[src/rtl/mux8_rr_arbiter.sv]
// Round-robin arbiter driving the select lines of an 8:1 mux, with one dead cycle after each release.
// Optional forced release after MAX_HOLD grant cycles is enabled by defining MUX_ARB_TIMEOUT_EN.
module mux8_rr_arbiter #(
    parameter int unsigned MAX_HOLD = 16
) (
    input  logic       clk,
    input  logic       rst_n,
    input  logic [7:0] req,
    input  logic       done,
    output logic [7:0] gnt,
    output logic       S2,
    output logic       S1,
    output logic       S0,
    output logic       valid,
    output logic       timeout
);

    typedef enum logic {
        IDLE  = 1'b0,
        GRANT = 1'b1
    } state_t;

    state_t     state_q, state_d;
    logic [2:0] ptr_q, ptr_d;
    logic [2:0] sel_q, sel_d;
    logic [7:0] gnt_q, gnt_d;
    logic       valid_q, valid_d;

    logic [2:0] pick_idx;
    logic       pick_found;
    logic       release_req;

`ifdef MUX_ARB_TIMEOUT_EN
    logic [7:0] hold_cnt_q, hold_cnt_d;
    logic       timeout_q, timeout_d;
    logic       expire;
`endif

    // First requester at or after ptr, wrapping modulo 8.
    always_comb begin
        pick_idx   = '0;
        pick_found = 1'b0;
        for (int unsigned k = 0; k < 8; k++) begin
            logic [2:0] idx;
            idx = ptr_q + 3'(k);
            if (!pick_found && req[idx]) begin
                pick_idx   = idx;
                pick_found = 1'b1;
            end
        end
    end

    assign release_req = done || !req[sel_q];

`ifdef MUX_ARB_TIMEOUT_EN
    assign expire = (hold_cnt_q == 8'(MAX_HOLD - 1));
`endif

    always_comb begin
        state_d = state_q;
        ptr_d   = ptr_q;
        sel_d   = sel_q;
        gnt_d   = gnt_q;
        valid_d = valid_q;
`ifdef MUX_ARB_TIMEOUT_EN
        timeout_d  = 1'b0;
        hold_cnt_d = (state_q == GRANT) ? hold_cnt_q + 8'd1 : '0;
`endif
        case (state_q)
            IDLE: begin
                if (pick_found) begin
                    state_d = GRANT;
                    sel_d   = pick_idx;
                    gnt_d   = 8'b1 << pick_idx;
                    valid_d = 1'b1;
                end
            end
            GRANT: begin
`ifdef MUX_ARB_TIMEOUT_EN
                if (release_req || expire) begin
                    timeout_d = !release_req;
`else
                if (release_req) begin
`endif
                    state_d = IDLE;
                    gnt_d   = '0;
                    valid_d = 1'b0;
                    ptr_d   = sel_q + 3'd1;
                end
            end
            default: state_d = IDLE;
        endcase
    end

    always_ff @(posedge clk) begin
        if (!rst_n) begin
            state_q <= IDLE;
            ptr_q   <= '0;
            sel_q   <= '0;
            gnt_q   <= '0;
            valid_q <= 1'b0;
`ifdef MUX_ARB_TIMEOUT_EN
            hold_cnt_q <= '0;
            timeout_q  <= 1'b0;
`endif
        end else begin
            state_q <= state_d;
            ptr_q   <= ptr_d;
            sel_q   <= sel_d;
            gnt_q   <= gnt_d;
            valid_q <= valid_d;
`ifdef MUX_ARB_TIMEOUT_EN
            hold_cnt_q <= hold_cnt_d;
            timeout_q  <= timeout_d;
`endif
        end
    end

    assign gnt          = gnt_q;
    assign {S2, S1, S0} = sel_q;
    assign valid        = valid_q;

`ifdef MUX_ARB_TIMEOUT_EN
    assign timeout = timeout_q;
`else
    // MAX_HOLD has no effect without the timeout feature.
    logic [7:0] max_hold_unused;
    assign max_hold_unused = 8'(MAX_HOLD);
    assign timeout = 1'b0;
`endif

endmodule

[config.mk]
export PLATFORM = sky130hd
export DESIGN_NAME = mux8_rr_arbiter
export DESIGN_NICKNAME = d
export VERILOG_FILES = /design/src/rtl/mux8_rr_arbiter.sv
export SDC_FILE = /design/constraint.sdc
export NUM_CORES = 1
export LEC_CHECK = 0
export ABC_AREA = 1
export CORE_MARGIN = 2
export CORE_UTILIZATION = 28
export DETAILED_ROUTE_END_ITERATION = 7
export PLACE_DENSITY = 0.57
export SYNTH_ARGS = -nofsm -noshare
export SYNTH_HDL_FRONTEND = slang
export SYNTH_SLANG_ARGS = --single-unit
[constraint.sdc]
create_clock -name clk -period 3 [get_ports clk]
set_input_delay 0.3 -clock clk [delete_from_list [all_inputs] [get_ports clk]]
set_output_delay 0.3 -clock clk [all_outputs]
set_load 0.005 [all_outputs]
# Yosys cells after proc, flatten, opt, wreduce, memory -nomap -nowiden
# Index checks and enable logic that the tools add are counted.
# totals
ff_bits	16
output_inout_bits	13
# op_classes
n_addsub	8
n_lt_le_gt_ge	9
eq_ne	2
n_shift	1
mux	43
bitwise_logic	1
n_reduce_logical	19
# ops
cell	n
$lt A3 B4 Y1 const B	9
$bmux W1 S3	9
$mux W3	8
$mux W1	21
$mux W8	2
$pmux W8 S2	1
$add A3 B3 Y3 const B	4
$logic_not A1 Y1	8
$shl A1 B3 Y8 const A	1
$logic_and A1 B1 Y1	7
$add A3 B1 Y3 const B	2
$add A3 B2 Y3 const B	2
$reduce_and A2 Y1	3
$pmux W1 S2	2
$ne A2 B1 Y1 const B	1
$ne A2 B2 Y1 const B	1
$logic_or A1 B1 Y1	1
$not A1 Y1	1

# Depth between registers and ports, before layout
# depth
depth_word	27
depth_mapped	20
ltp_nobuf	19

# Least setup slack after synthesis
# Ideal clock, no wire load.
# synth_path
path_kind	register to register
start	register ptr_q[0]
end	register gnt_q[3], in the netlist gnt[3]
t_arrival_ns	2.409
required_ns	2.882
setup_slack_ns	0.473
path_stages_with_launch	18
path_buffers	1
cell_sequence	dfxtp_1 -> inv_2 -> buf_6 -> ha_1 -> inv_2 -> nand3_1 -> nand3_2 -> nand2_4 -> nor2_4 -> nand4_4 -> nor2_8 -> nand3b_4 -> nand2_4 -> inv_4 -> nand3_1 -> nor2_1 -> nor2_1 -> nor2_1
# synth_via
elab_chain_cells	27
elab_cells_between_ends	58
classes_between	add/sub (7); eq/ne (1); shift (1); mux (34); reduce/logical (15)
# synth_lines
item	line	source
from (decl)	24	logic [2:0] ptr_q, ptr_d;
from (signal assigned)	108	ptr_q <= ptr_d;
parallel branches: the longest is 27 deep, another holds $add A3 B1 Y3	n/a	
to (signal assigned)	110	gnt_q <= gnt_d;
to (decl)	26	logic [7:0] gnt_q, gnt_d;
# Parallel ways; which one is timed is not known. The select of a mux whose other input is x is not followed.
# A chain may end at the register's enable or synchronous reset.

# Worst setup path after layout
# layout_path
start	register ptr_q[0]
end	register gnt_q[5], in the netlist gnt[5]
# The elaborated chain is that of the path after synthesis.

==> metrics.txt <==
YS warnings 0; Synth cell types 36; # diodes 0; All-Layer GR Usage 0.1407; Via Count 1628; register area share after synthesis 0.2065; post-CTS resize count 0; die area 0.006153 mm²; Chip Width 78.44 µm; clock sinks 16; final core occ 0.3515; gpl congestion 0.8538; Hold Path Class reg2reg; CTS tree built; floorplan row count 27; clock skew 0.002797 ns; Simple-Gate Fraction of Synth Area 0.5129; Port-buffer cells 22; clock latency on the worst-skew pair 0.25 ns; Fmax 372.4 MHz; Post-Synth XOR/XNOR Area 0.03306; Initial Util 0.2853; Inserted Clock Buffers 3; first-pass GRT wire length 7079 µm; Pint 952.0 µW; DRC 0; Detailed Routing Iterations Pass 1 4; Period Utilization, post-route 0.8950; RSZ-0062 raised after global routing false; initial antenna violation count 0; clock share of power 0.093; share of cells above drive strength 1 0.1397; Crit Path Category reg2reg; largest net degree at the start of global routing 16; Crit Path Max Fanout 7; DRT iter0 DRCs 126; max-cap violations 0; minimum clock period 2.685 ns; TNS Setup 0 ns; Worst VDD drop 0.6492 mV; WL final 3940 µm; Final Worst Setup Slack 0.3150 ns; antenna-violating nets left 0; I/O pin total 24; crit end category flop; Netlist Area Pre-Place 0.001551 mm²; Mean Syn Cell Area 6.307 µm²; met3 GRT Util 0.009195; GR Util met1 0.1825; met2 Use GR 0.2379; core area 0.005439 mm²; final hold slack 0.4688 ns; Crit path required time 3.18 ns; Nets 287; status complete, no violations; area added between synthesis and finish 23.23%; die height 78.44 µm; Post-Syn Nets 260; fin. max-slew vios 0; Finish-stage setup viols 0; switch share 0.5442; detailed placer's ending HPWL 3226 µm; gr ovfl total 0; Mapped Cells 246; via/cell ratio 4.733; pwr dens 1092 mW/mm²; Pleak 0.0008979 µW; Switch Pwr 1136 µW; CTS H-tree lvls 1; hold buffer count at cts 0; compound-gate portion of the synthesized area 0.1153; Worst Setup Start Kind flop; Logic pwr share 0.737; total power 2088 µW; average wire per standard cell 11.45 µm; Clk pin slew, worst setup/hold paths 0.07 ns; mux share of post-synthesis cell area 0.006452; main combinational cell family by area after synthesis simple AND/OR/NAND/NOR gates; vias in the first global route 1609; Setup WS pre-CTS 0.3349 ns; sequential share of power 0.170; FF+latch count, synth 16; CTS root buf clkbuf_8; Worst EP arrival 2.87 ns; Post-Synth Adder-Cell Area 0.02419; Most Crowded Layer GR met2; postcts setup bufs 0; CTS max path bufs 2; Hold Vio Cnt, Final 0
cell usage after synthesis:
library cell	instances	area, µm²
xor2_2	1	16.27
dfxtp_1	16	320.3
nand2_4	3	33.78
nand3b_4	1	20.02
inv_1	18	67.56
nand4_1	7	43.79
buf_6	2	22.52
nor3_1	2	10.01
a21oi_1	12	60.06
o211ai_1	2	15.01
nand4_4	1	21.27
inv_2	9	33.78
nor2_1	31	116.4
o21ai_0	9	45.04
o21bai_1	1	7.510
o21ai_1	1	5.000
nor2_4	1	11.26
xor2_1	2	17.52
a31oi_4	1	21.27
xnor2_1	2	17.52
nand3_2	5	50.05
nand2_1	61	229.0
inv_4	1	6.260
conb_1	1	3.750
o21a_1	1	7.510
mux2i_1	1	10.01
clkinv_1	1	3.750
o32ai_1	1	8.760
nor2_8	2	40.04
buf_4	2	15.01
o221ai_1	1	8.760
nand2_2	3	18.77
nor2_2	1	6.260
ha_1	3	37.54
nand3_1	39	195.2
buf_2	1	5.000
critical path, stage by stage, from the launching register on:
cell     delay [ns]
dfxtp_1        0.34
inv_2          0.04
ha_1           0.42
inv_2          0.19
nand3_1        0.22
nand3_2        0.17
nand2_4        0.07
nor2_4         0.14
nand4_4        0.15
nor2_8         0.17
nand4_1        0.15
a21oi_1        0.31
nand2_1        0.10
a21oi_1        0.13
power by group through the flow:
stage	clock network (µW)	logic (µW)	registers, µW
after floorplan	0	1150	343
after global placement	0	1550	360
after detailed placement	0	1540	358
after CTS	195	1540	355
final	194	1540	355
after global routing	208	1750	367
stage by stage:
stage / std cells / instance area (µm²)
detailed placement: 340 / 1857
global route: 344 / 1912
finish: 344 / 1912
global placement: 340 / 1857
floorplan: 246 / 1551
CTS: 344 / 1912
logic make-up (layout without fill, tap and decap cells):
kind of cell | count (synthesis) | in the layout
simple gates | 157 | 157
flops | 16 | 16
compound gates | 29 | 29
other cells | 1 | 1
fa+ha+maj | 3 | 3
mux | 1 | 1
buf+inv | 34 | 60
xor+xnor | 5 | 5
sequential cells by signal, summed over array words and instances (netlist names):
signal   count
gnt          8
ptr_q        3
sel_q        3
state_q      1
valid        1
path summary, 6_finish.rpt:
kind,cells after the start,start,slack [ns],endpoint
hold reg to reg,2,gnt[2],0.47,gnt[2]
setup / recovery,13,ptr_q[0],0.32,gnt[5]
hold / removal,2,gnt[2],0.47,gnt[2]
setup reg to reg,13,ptr_q[0],0.32,gnt[5]
placed cells by master (no fill, tap or decap), drive strengths merged:
cell type	synthesis	routed
a31oi	1	1
clkdlybuf4s50	0	22
o21ai	10	10
inv	28	28
a21oi	12	12
nor2	35	35
dfxtp	16	16
o211ai	2	2
ha	3	3
xor2	3	3
nand2	67	67
o32ai	1	1
nor3	2	2
conb	1	1
clkinv	1	1
nand3b	1	1
buf	5	5
mux2i	1	1
xnor2	2	2
nand4	8	8
clkbuf	0	4
o21bai	1	1
nand3	44	44
o221ai	1	1
o21a	1	1
layout make-up:
cell class | instances | area, µm²
sequential | 16 | 320.3
clock buffer | 4 | 55.05
inverter | 29 | 111.4
tap | 72 | 90.09
timing repair buffer | 27 | 257.7
fill | 593 | 3527
multi-input combinational | 196 | 1077
per-layer routing:
metal / share of wire / wire [µm]
met1: 0.48 / 1891
met2: 0.46 / 1829
met3: 0.032 / 128
met4: 0.023 / 90
met5: 0 / 0
No activity file was read; power rests on OpenSTA's default activity.
